`config.mk`:
```
export PLATFORM = sky130hd
export DESIGN_NAME = mem_access_ctrl_flat
export DESIGN_NICKNAME = d
export VERILOG_FILES = /design/src/rtl/mem_ctrl_pkg.sv /design/src/rtl/mem_access_ctrl_if.sv /design/src/rtl/load_extend.sv /design/src/rtl/mem_access_ctrl.sv /design/src/flat_wrapper.sv
export SDC_FILE = /design/constraint.sdc
export NUM_CORES = 1
export LEC_CHECK = 0
export ABC_CLOCK_PERIOD_IN_PS = 6000
export CORE_ASPECT_RATIO = 0.9
export CORE_UTILIZATION = 50
export CTS_BUF_LIST = sky130_fd_sc_hd__clkbuf_16
export CTS_CLUSTER_SIZE = 20
export DETAILED_ROUTE_END_ITERATION = 8
export PLACE_DENSITY_LB_ADDON = 0.08
export SYNTH_ARGS = -nofsm -noshare
export SYNTH_HDL_FRONTEND = slang
export SYNTH_HIERARCHICAL = 1
export SYNTH_SLANG_ARGS = --single-unit
```
`constraint.sdc`:
```
create_clock -name clk -period 6 [get_ports clk]
set_input_delay 0.9 -clock clk [delete_from_list [all_inputs] [get_ports clk]]
set_output_delay 0.9 -clock clk [all_outputs]
set_load 0.02 [all_outputs]
```
`src/rtl/mem_ctrl_pkg.sv`:
```
`default_nettype none
// ============================================================================
// Module      : mem_ctrl_pkg
// Description : Shared size encodings, FSM state type and helpers for the
//               byte-serial load/store sequencer.
// Revision    : 1.0
// ============================================================================
package mem_ctrl_pkg;

    localparam logic [1:0] SIZE_B = 2'b00;
    localparam logic [1:0] SIZE_H = 2'b01;
    localparam logic [1:0] SIZE_W = 2'b10;

    typedef enum logic [1:0] {
        ST_IDLE  = 2'd0,
        ST_STORE = 2'd1,
        ST_LOAD  = 2'd2,
        ST_RESP  = 2'd3
    } state_t;

    function automatic logic [2:0] beats(input logic [1:0] size);
        case (size)
            SIZE_B:  beats = 3'd1;
            SIZE_H:  beats = 3'd2;
            default: beats = 3'd4;
        endcase
    endfunction

    // Size 11 has no legal encoding, so it is reported the same way as misalignment.
    function automatic logic misaligned(input logic [1:0] size, input logic [1:0] addr_lo);
        case (size)
            SIZE_B:  misaligned = 1'b0;
            SIZE_H:  misaligned = addr_lo[0];
            SIZE_W:  misaligned = (addr_lo != 2'b00);
            default: misaligned = 1'b1;
        endcase
    endfunction

endpackage
`default_nettype wire

```
`src/rtl/mem_access_ctrl_if.sv`:
```
`default_nettype none
// ============================================================================
// Module      : mem_access_ctrl_if
// Description : Request/response and byte-memory signals of the sequencer.
// Revision    : 1.0
// ============================================================================
interface mem_access_ctrl_if #(
    parameter int ADDR_WIDTH = 32,
    parameter int DATA_WIDTH = 8,
    parameter int XLEN       = 32
);
    logic                  req_valid;
    logic                  req_ready;
    logic                  req_we;
    logic [1:0]            req_size;
    logic                  req_unsigned;
    logic [ADDR_WIDTH-1:0] req_addr;
    logic [XLEN-1:0]       req_wdata;
    logic                  resp_valid;
    logic [XLEN-1:0]       resp_rdata;
    logic                  resp_err;
    logic [ADDR_WIDTH-1:0] mem_addr;
    logic [DATA_WIDTH-1:0] mem_data_in;
    logic                  mem_we;
    logic [DATA_WIDTH-1:0] mem_data_out;

    // Environment side: the requester plus the memory read-data return.
    modport master (
        output req_valid, req_we, req_size, req_unsigned, req_addr, req_wdata, mem_data_out,
        input  req_ready, resp_valid, resp_rdata, resp_err, mem_addr, mem_data_in, mem_we
    );

    modport slave (
        input  req_valid, req_we, req_size, req_unsigned, req_addr, req_wdata, mem_data_out,
        output req_ready, resp_valid, resp_rdata, resp_err, mem_addr, mem_data_in, mem_we
    );
endinterface
`default_nettype wire

```
`src/rtl/load_extend.sv`:
```
`default_nettype none
// ============================================================================
// Module      : load_extend
// Description : Sign/zero extension of an assembled little-endian load value.
// Revision    : 1.0
// ============================================================================
module load_extend
    import mem_ctrl_pkg::*;
#(
    parameter int XLEN = 32
) (
    input  wire logic [XLEN-1:0] i_raw,
    input  wire logic [1:0]      i_size,
    input  wire logic            i_unsigned,
    output logic      [XLEN-1:0] o_data
);
    always_comb begin
        o_data = i_raw;
        case (i_size)
            SIZE_B:  o_data = {{(XLEN-8){i_raw[7] & ~i_unsigned}}, i_raw[7:0]};
            SIZE_H:  o_data = {{(XLEN-16){i_raw[15] & ~i_unsigned}}, i_raw[15:0]};
            default: o_data = i_raw;
        endcase
    end
endmodule
`default_nettype wire

```
`src/rtl/mem_access_ctrl.sv`:
```
`default_nettype none
// ============================================================================
// Module      : mem_access_ctrl
// Description : Splits RISC-V loads/stores into little-endian byte cycles.
// Revision    : 1.0
// ============================================================================
module mem_access_ctrl
    import mem_ctrl_pkg::*;
#(
    parameter int ADDR_WIDTH = 32,
    parameter int DATA_WIDTH = 8,
    parameter int XLEN       = 32
) (
    input  wire logic       clk,
    input  wire logic       rst,
    mem_access_ctrl_if.slave bus
);
    state_t                r_state;
    logic [2:0]            r_cnt;
    logic [ADDR_WIDTH-1:0] r_base;
    logic [1:0]            r_size;
    logic                  r_unsigned;
    logic [23:0]           r_wdata_hi;
    logic [XLEN-1:0]       r_raw;
    logic                  r_resp_valid;
    logic                  r_resp_err;
    logic [XLEN-1:0]       r_resp_rdata;
    logic                  r_mem_we;
    logic [ADDR_WIDTH-1:0] r_mem_addr;
    logic [DATA_WIDTH-1:0] r_mem_data_in;

    logic [2:0]            w_beats;
    logic [2:0]            w_last_idx;
    logic [2:0]            w_next_cnt;
    logic [ADDR_WIDTH-1:0] w_next_addr;
    logic [7:0]            w_wbyte;
    logic [XLEN-1:0]       w_raw_next;
    logic [XLEN-1:0]       w_ext;

    assign w_beats     = beats(r_size);
    assign w_last_idx  = w_beats - 3'd1;
    assign w_next_cnt  = r_cnt + 3'd1;
    assign w_next_addr = r_base + ADDR_WIDTH'(w_next_cnt);

    // Byte 0 is driven straight from the request, so only bytes 1..3 are kept.
    always_comb begin
        case (w_next_cnt)
            3'd1:    w_wbyte = r_wdata_hi[7:0];
            3'd2:    w_wbyte = r_wdata_hi[15:8];
            default: w_wbyte = r_wdata_hi[23:16];
        endcase
    end

    // Memory data lags the address by one cycle, so LOAD cycle i carries byte i-1.
    always_comb begin
        w_raw_next = r_raw;
        case (r_cnt)
            3'd1:    w_raw_next[7:0]   = bus.mem_data_out;
            3'd2:    w_raw_next[15:8]  = bus.mem_data_out;
            3'd3:    w_raw_next[23:16] = bus.mem_data_out;
            3'd4:    w_raw_next[31:24] = bus.mem_data_out;
            default: w_raw_next = r_raw;
        endcase
    end

    load_extend #(.XLEN(XLEN)) u_load_extend (
        .i_raw      (w_raw_next),
        .i_size     (r_size),
        .i_unsigned (r_unsigned),
        .o_data     (w_ext)
    );

    always_ff @(posedge clk or posedge rst) begin
        if (rst) begin
            r_state       <= ST_IDLE;
            r_cnt         <= 3'd0;
            r_base        <= '0;
            r_size        <= SIZE_B;
            r_unsigned    <= 1'b0;
            r_wdata_hi    <= '0;
            r_raw         <= '0;
            r_resp_valid  <= 1'b0;
            r_resp_err    <= 1'b0;
            r_resp_rdata  <= '0;
            r_mem_we      <= 1'b0;
            r_mem_addr    <= '0;
            r_mem_data_in <= '0;
        end else begin
            case (r_state)
                ST_IDLE: begin
                    if (bus.req_valid) begin
                        r_base     <= bus.req_addr;
                        r_size     <= bus.req_size;
                        r_unsigned <= bus.req_unsigned;
                        r_wdata_hi <= bus.req_wdata[31:8];
                        r_cnt      <= 3'd0;
                        r_raw      <= '0;
                        if (misaligned(bus.req_size, bus.req_addr[1:0])) begin
                            r_state      <= ST_RESP;
                            r_resp_valid <= 1'b1;
                            r_resp_err   <= 1'b1;
                            r_resp_rdata <= '0;
                        end else if (bus.req_we) begin
                            r_state       <= ST_STORE;
                            r_mem_we      <= 1'b1;
                            r_mem_addr    <= bus.req_addr;
                            r_mem_data_in <= bus.req_wdata[7:0];
                        end else begin
                            r_state    <= ST_LOAD;
                            r_mem_addr <= bus.req_addr;
                        end
                    end
                end
                ST_STORE: begin
                    if (r_cnt == w_last_idx) begin
                        r_state      <= ST_RESP;
                        r_mem_we     <= 1'b0;
                        r_resp_valid <= 1'b1;
                        r_resp_err   <= 1'b0;
                        r_resp_rdata <= '0;
                    end else begin
                        r_cnt         <= w_next_cnt;
                        r_mem_addr    <= w_next_addr;
                        r_mem_data_in <= w_wbyte;
                    end
                end
                ST_LOAD: begin
                    r_raw <= w_raw_next;
                    if (r_cnt == w_beats) begin
                        r_state      <= ST_RESP;
                        r_resp_valid <= 1'b1;
                        r_resp_err   <= 1'b0;
                        r_resp_rdata <= w_ext;
                    end else begin
                        r_cnt <= w_next_cnt;
                        if (r_cnt != w_last_idx) begin
                            r_mem_addr <= w_next_addr;
                        end
                    end
                end
                ST_RESP: begin
                    r_state      <= ST_IDLE;
                    r_resp_valid <= 1'b0;
                    r_resp_err   <= 1'b0;
                    r_resp_rdata <= '0;
                end
                default: r_state <= ST_IDLE;
            endcase
        end
    end

    assign bus.req_ready   = (r_state == ST_IDLE);
    assign bus.resp_valid  = r_resp_valid;
    assign bus.resp_err    = r_resp_err;
    assign bus.resp_rdata  = r_resp_rdata;
    assign bus.mem_we      = r_mem_we;
    assign bus.mem_addr    = r_mem_addr;
    assign bus.mem_data_in = r_mem_data_in;

endmodule
`default_nettype wire
```
`src/flat_wrapper.sv`:
```
// flat-port wrapper written by rule: the top's interface ports become plain ports
module mem_access_ctrl_flat import mem_ctrl_pkg::*;
#(
    parameter int ADDR_WIDTH = 32,
    parameter int DATA_WIDTH = 8,
    parameter int XLEN       = 32
)
  (clk, rst, bus_req_valid, bus_req_we, bus_req_size, bus_req_unsigned, bus_req_addr, bus_req_wdata, bus_mem_data_out, bus_req_ready, bus_resp_valid, bus_resp_rdata, bus_resp_err, bus_mem_addr, bus_mem_data_in, bus_mem_we);
  mem_access_ctrl_if #(.ADDR_WIDTH(ADDR_WIDTH), .DATA_WIDTH(DATA_WIDTH), .XLEN(XLEN)) bus_i ();
  input  wire logic clk;
  input  wire logic rst;
  input wire logic [$bits(bus_i.req_valid)-1:0] bus_req_valid;
  input wire logic [$bits(bus_i.req_we)-1:0] bus_req_we;
  input wire logic [$bits(bus_i.req_size)-1:0] bus_req_size;
  input wire logic [$bits(bus_i.req_unsigned)-1:0] bus_req_unsigned;
  input wire logic [$bits(bus_i.req_addr)-1:0] bus_req_addr;
  input wire logic [$bits(bus_i.req_wdata)-1:0] bus_req_wdata;
  input wire logic [$bits(bus_i.mem_data_out)-1:0] bus_mem_data_out;
  output wire logic [$bits(bus_i.req_ready)-1:0] bus_req_ready;
  output wire logic [$bits(bus_i.resp_valid)-1:0] bus_resp_valid;
  output wire logic [$bits(bus_i.resp_rdata)-1:0] bus_resp_rdata;
  output wire logic [$bits(bus_i.resp_err)-1:0] bus_resp_err;
  output wire logic [$bits(bus_i.mem_addr)-1:0] bus_mem_addr;
  output wire logic [$bits(bus_i.mem_data_in)-1:0] bus_mem_data_in;
  output wire logic [$bits(bus_i.mem_we)-1:0] bus_mem_we;
  assign bus_i.req_valid = bus_req_valid;
  assign bus_i.req_we = bus_req_we;
  assign bus_i.req_size = bus_req_size;
  assign bus_i.req_unsigned = bus_req_unsigned;
  assign bus_i.req_addr = bus_req_addr;
  assign bus_i.req_wdata = bus_req_wdata;
  assign bus_i.mem_data_out = bus_mem_data_out;
  assign bus_req_ready = bus_i.req_ready;
  assign bus_resp_valid = bus_i.resp_valid;
  assign bus_resp_rdata = bus_i.resp_rdata;
  assign bus_resp_err = bus_i.resp_err;
  assign bus_mem_addr = bus_i.mem_addr;
  assign bus_mem_data_in = bus_i.mem_data_in;
  assign bus_mem_we = bus_i.mem_we;
  mem_access_ctrl #(.ADDR_WIDTH(ADDR_WIDTH), .DATA_WIDTH(DATA_WIDTH), .XLEN(XLEN)) u_core (.clk(clk), .rst(rst), .bus(bus_i));
endmodule
```
==> results.yml, run 1 <==
place:
  port-buffer-count: 154
  pre_cts_slack_ps: 2480
  gpl.final_weighted_congestion: 0.849
  half_perimeter_wire_length_of_the_detailed_placement_result_um: 15000
yosys:
  synth-edff-count: 0
  synthFlopType: "dfrtp_1"
  netlist_area_sq_um: 9070
  ys.warnings.count: 6
  post-synth-top-area-cell: "dfrtp_1"
  mappedNetlistNets: 944
  synth_seq_cells: 171
  synth_top_cells_by_area: "dfrtp_1 (47%), mux2_2 (15%), mux2i_1 (4.7%)"
  synth_async_sr_flop_share_pct: 100
  synthDominantCellAreaShare_pct: 47.2
  syn_inst: 849
  synth.most_common_cell: "dfrtp_1"
  post_synth_num_cell_types: 65
  seq_area_frac_synth_pct: 47.2
  synth.avg_cell_area_sq_um: 10.7
  synthTopCellsByCount: "dfrtp_1 (171), mux2_2 (117), nand2_1 (83), inv_1 (53), mux2i_1 (43)"
final_layout:
  fraction_of_layout_instances_using_a_drive_strength_above_1_pct: 17.8
  fillers: 1438
  area.sequential_sq_um: 4280
  diodes: 0
  num-nets-final: 1056
  multi_input_comb_area_sq_um: 4270
  area_delta_synth_final_pct: 23.8
  post-route-util_pct: 63.6
power:
  powerDensity_nw_per_um2: 600
  ir_drop_worst_case_vdd_mv: 0.376
  power.leakage_uw: 0.00477
die:
  initial_core_util_pct: 51.4
  die_w_um: 144
  area_enclosed_by_the_die_boundary_sq_um: 18700
  core_region_area_sq_um: 17700
  dieHeight_um: 130
  row_count: 46
  top_level_ports: 155
drt:
  drtAntennaViolNets: 0
  drtIter0Drc: 486
  routed_wire_length_per_instance_um: 18.1
  num_vias: 6963
  wirelength_um: 22000
  avgViaCountPerCell: 5.74
  first_pass_iters: 5
  drt_drc_violations_left: 0
global_route:
  global_route.usage.met2_pct: 39.1
  grtUsageTotal_pct: 24.9
  global_route.overflow_total: 0
  met3_usage_pct: 6.09
  grt_antenna_before_repair: 0
  groute.layer.met1.usage_pct: 33.6
  grt_max_degree: 106
  grt_pass1_wl_um: 36100
  vias_in_the_first_global_route: 7104
  globalRoute.busiestLayer: "met2"
setup_path:
  crit_startpoint: "u_core/r_cnt[0]"
  critical_path.endpoint_type: "register"
  crit_chain: "inv_1 > ha_1 > inv_1 > fa_1 > nor2b_1 > o2111ai_1 > o311ai_0 > nand3_1 > mux2_2"
  worstSetupPathType: "register to register"
  setup.worst_path.start_class: "register"
  worst-endpoint-arrival_ps: 3880
  crit_fanout: 12
  worstReg2RegStart: "u_core/r_cnt[0]"
  critPathMaxStageDelay_ps: 590
  worst_ep_required_time_ps: 6320
  critical-path-slowest-cell: "dfrtp_1"
  timing.critical_path.mode_cell: "inv_1"
run:
  max_cap_violations: 0
timing:
  max_slew.worst_pin.slew_ps: 1120
  maxSlewHeadroom_pct: 25.0
  fin_setup_tns_ps: 0
  postLayoutSetupSlackWorst_ps: 2440
  skew_ps: 10.2
  period_minus_slack_ps: 3560
  hold_violations_final: 0
  period_share_pct: 59.3
  fmaxAchievable_mhz: 281
  final-max-slew-violation-count: 0
  grt_setup_unrepaired: "false"
  setup_viol: 0
clock_tree:
  post_cts.resized_instances: 0
  htree_num_levels: 4
  worstSkewPairLatency_ps: 430
  cts_tree: "yes"
  cts.repair_timing.setup_buffer_count: 0
  cts_inserted_buffers: 17
  cts_max_path_buffers: 2
  clkSinkCount: 171
  ctsRootBufferMaster: "clkbuf_16"
  cts.clk_slew.worst_paths_ps: 70
  postCtsHoldBufs: 0
hold_path:
  min-delay-start: "u_core/bus.mem_addr[26]"
  worstHoldPathType: "register to register"
status:
  run_status: "finished, final reports clean"
routing by layer:
| layer | up-vias | share of wire (%) |
|---|---|---|
| met5 | - | 0 |
| met2 | 196 | 45 |
| met3 | 29 | 5.6 |
| met1 | 3477 | 47 |
| li1 | 3261 | - |
| met4 | 0 | 1.8 |
worst max-delay path, delay by kind of cell, from the launching register on:
family                     cells  cell delay, ps
buffers and inverters          2             290
and+or+nand+nor                2             470
adders and majority gates      2             800
DFF                            1             590
AOI/OAI and AO/OA              2            1020
muxes                          1             280
power breakdown:
| part | internal, uW | leakage, uW | switching (uW) |
|---|---|---|---|
| sequential | 1680 | 0.00214 | 424 |
| clock | 612 | 0.000271 | 473 |
| combinational | 1660 | 0.00236 | 1890 |
cells in the final DEF (no fill, tap or decap), drive strengths merged, types with 13 or more instances in the layout:
cell type,count
nand3,13
dfrtp,171
mux2i,44
inv,56
nand2,84
ha,15
nor2,26
o21ai,36
clkbuf,17
clkdlybuf4s50,154
a22o,32
a21oi,19
mux2,117
registers in the layout (all words and copies together), names as in the netlist, 3 cells and up:
register / cells
u_core/r_cnt: 3
u_core/r_wdata_hi: 24
u_core/r_raw: 32
u_core/bus.mem_data_in: 8
u_core/bus.resp_rdata: 32
u_core/r_base: 32
u_core/bus.mem_addr: 32
through the flow:
| stage | cell area (sq um) | hold slack, ps | std cells | total power (uW) |
|---|---|---|---|---|
| 6_report | 11200 | 492 | 1214 | 6750 |
| 5_1_grt | 11200 | 505 | 1214 | 7220 |
| 4_1_cts | 11200 | 496 | 1214 | 6770 |
| 3_5_place_dp | 10700 | 477 | 1182 | 5660 |
| 3_3_place_gp | 10700 | 469 | 1182 | 5540 |
| 2_1_floorplan | 9070 | 467 | 849 | 4610 |
cell families after synthesis:
group                    share of synthesized area (%)
AO/OA/AOI/OAI                                     13.6
XOR/XNOR                                         0.869
adder cells (fa/ha/maj)                           2.29
buffers and inverters                             5.98
flip-flops                                        47.2
multiplexers                                      19.4
AND/OR/NAND/NOR                                   10.7
path summary, 6_finish.rpt:
kind / to / slack, ps / depth (start not counted)
worst max register to register: u_core/bus.mem_addr[16] / 2440 / 9
worst min register to register: u_core/bus.mem_addr[26] / 490 / 1
max in group asynchronous: u_core/r_wdata_hi[21] / 3890 / 3
worst min-delay path: u_core/bus.mem_addr[26] / 490 / 1
min in group asynchronous: u_core/r_base[25] / 1050 / 2
worst max-delay path: u_core/bus.mem_addr[16] / 2440 / 9
area by class of cell:
type / instances / share of cell area, %
sequential: 171 / 38.1
multi-input combinational: 554 / 38.0
timing repair buffer: 163 / 14.3
clock buffer: 17 / 3.79
tap: 240 / 2.67
inverter: 54 / 1.85
clock inverter: 15 / 1.31
No activity file was read; power rests on OpenSTA's default activity.
==> run 2: changes to the inputs <==
--- a/config.mk
+++ b/config.mk
@@ -5,7 +5,7 @@
 export SDC_FILE = /design/constraint.sdc
 export NUM_CORES = 1
 export LEC_CHECK = 0
-export ABC_CLOCK_PERIOD_IN_PS = 6000
+export ABC_CLOCK_PERIOD_IN_PS = 3600
 export CORE_ASPECT_RATIO = 0.9
 export CORE_UTILIZATION = 50
 export CTS_BUF_LIST = sky130_fd_sc_hd__clkbuf_16
==> constraint.sdc (replaced) <==
create_clock -name clk -period 3.6 [get_ports clk]
set_input_delay 0.54 -clock clk [delete_from_list [all_inputs] [get_ports clk]]
set_output_delay 0.54 -clock clk [all_outputs]
set_load 0.02 [all_outputs]
==> results.yml, run 2 (synthesis gave the netlist of run 1 again) <==
drt:
  drtAntennaViolNets: 0
  first_pass_iters: 5
  routed_wire_length_per_instance_um: 18.4
  drtIter0Drc: 410
  drt_drc_violations_left: 0
  wirelength_um: 22400
  num_vias: 7012
  avgViaCountPerCell: 5.76
timing:
  hold_violations_final: 0
  setup_viol: 0
  skew_ps: 13.5
  final-max-slew-violation-count: 0
  max_slew.worst_pin.slew_ps: 1110
  maxSlewHeadroom_pct: 25.6
  period_minus_slack_ps: 3400
  period_share_pct: 94.4
  fmaxAchievable_mhz: 294
  grt_setup_unrepaired: "false"
  fin_setup_tns_ps: 0
  postLayoutSetupSlackWorst_ps: 202
power:
  power.leakage_uw: 0.00485
  finalPower_uw: 11700
  ir_drop_worst_case_vdd_mv: 0.492
  powerDensity_nw_per_um2: 1020
clock_tree:
  worstSkewPairLatency_ps: 420
  cts.clk_slew.worst_paths_ps: 70
  cts_inserted_buffers: 17
  ctsRootBufferMaster: "clkbuf_16"
  htree_num_levels: 4
  cts_max_path_buffers: 2
  post_cts.resized_instances: 0
  clkSinkCount: 171
  cts.repair_timing.setup_buffer_count: 0
  cts_tree: "yes"
  postCtsHoldBufs: 0
final_layout:
  fraction_of_layout_instances_using_a_drive_strength_above_1_pct: 18.1
  area_delta_synth_final_pct: 25.8
  diodes: 0
  commonest_non_fill_non_tap_cells_in_the_layout: "dfrtp_1 (171), clkdlybuf4s50_1 (154), mux2_2 (117)"
  num-nets-final: 1059
  mostFrequentLayoutCell: "dfrtp_1"
setup_path:
  crit_fanout: 12
  worst-endpoint-arrival_ps: 3710
  crit_end: "u_core/bus.mem_addr[31]"
  critical_path.endpoint_type: "register"
  reg2regPathDepth: 9
  worstReg2RegStart: "u_core/r_cnt[0]"
  worstSetupPathType: "register to register"
  worst_ep_required_time_ps: 3910
  crit_startpoint: "u_core/r_cnt[0]"
  setup.worst_path.start_class: "register"
  setup.reg_to_reg.worst_slack_ps: 200
  reg2reg_to: "u_core/bus.mem_addr[31]"
status:
  run_status: "finished, final reports clean"
die:
  dieHeight_um: 130
  area_enclosed_by_the_die_boundary_sq_um: 18700
  die_w_um: 144
  row_count: 46
  core_region_area_sq_um: 17700
  top_level_ports: 155
  initial_core_util_pct: 51.4
global_route:
  vias_in_the_first_global_route: 6990
  grt_max_degree: 172
  grt_antenna_before_repair: 0
  grt_pass1_wl_um: 36300
  global_route.overflow_total: 0
  grtUsageTotal_pct: 25.1
hold_path:
  min-delay-start: "u_core/bus.mem_addr[21]"
  min_delay_path_depth: 1
  worstHoldPathType: "register to register"
place:
  port-buffer-count: 154
  pre_cts_slack_ps: 232
  half_perimeter_wire_length_of_the_detailed_placement_result_um: 15200
  gpl.final_weighted_congestion: 0.860
run:
  max_cap_violations: 0
run 2: changes by cell type in the layout (fill, tap and decap cells not counted), sizes merged:
cell      delta
bufinv       +5
buf          +3
inv          -3
clkinvlp     -2
run 2: routing by layer:
metal	track usage [%]	routed length, um	vias to the layer above
met5	0	0	-
met4	7.51	256	0
met3	6.17	1330	19
met2	38.8	10400	210
met1	35.0	10400	3522
li1	-	-	3261
run 2: final cells by class:
type | instances | area [sq um]
flip-flops and latches | 171 | 4280
repair buffers | 166 | 1660
fillers | 1404 | 6260
clock buffers | 17 | 425
inverters | 54 | 206
well taps | 240 | 300
multi-input cells | 554 | 4270
clock inverters | 15 | 269
run 2: worst max-delay path, cell delays in order (launching register included):
cell and delay, ps:
dfrtp_1 510, ha_1 270, ha_1 310, inv_1 110, ha_1 340, o211ai_1 230, or4b_1 710, nor4_1 380
nor3_1 110, o41ai_2 290
run 2: worst min path at each step:
stage	to	slack [ps]
2_1_floorplan	u_core/r_raw[10]	470
3_3_place_gp	u_core/bus.mem_addr[25]	480
3_5_place_dp	u_core/bus.mem_addr[21]	470
4_1_cts	u_core/bus.mem_addr[21]	490
5_1_grt	u_core/bus.mem_addr[9]	520
6_report	u_core/bus.mem_addr[21]	490
run 2: power by group:
| part | internal, uW | switching (uW) | leakage [uW] |
|---|---|---|---|
| Clock | 1370 | 772 | 0.000333 |
| Combinational | 2820 | 3250 | 0.00238 |
| Sequential | 2800 | 664 | 0.00214 |
| Total | 6990 | 4690 | 0.00485 |
run 2: metrics by stage:
step	hold WS [ps]	utilization, %	cells	cell area [sq um]
final	486	64.6	1217	11400
after floorplan	467	-	849	9080
after CTS	493	64.5	1217	11400
after detailed placement	472	60.6	1185	10700
after global placement	476	60.6	1185	10700
after global routing	518	64.6	1217	11400
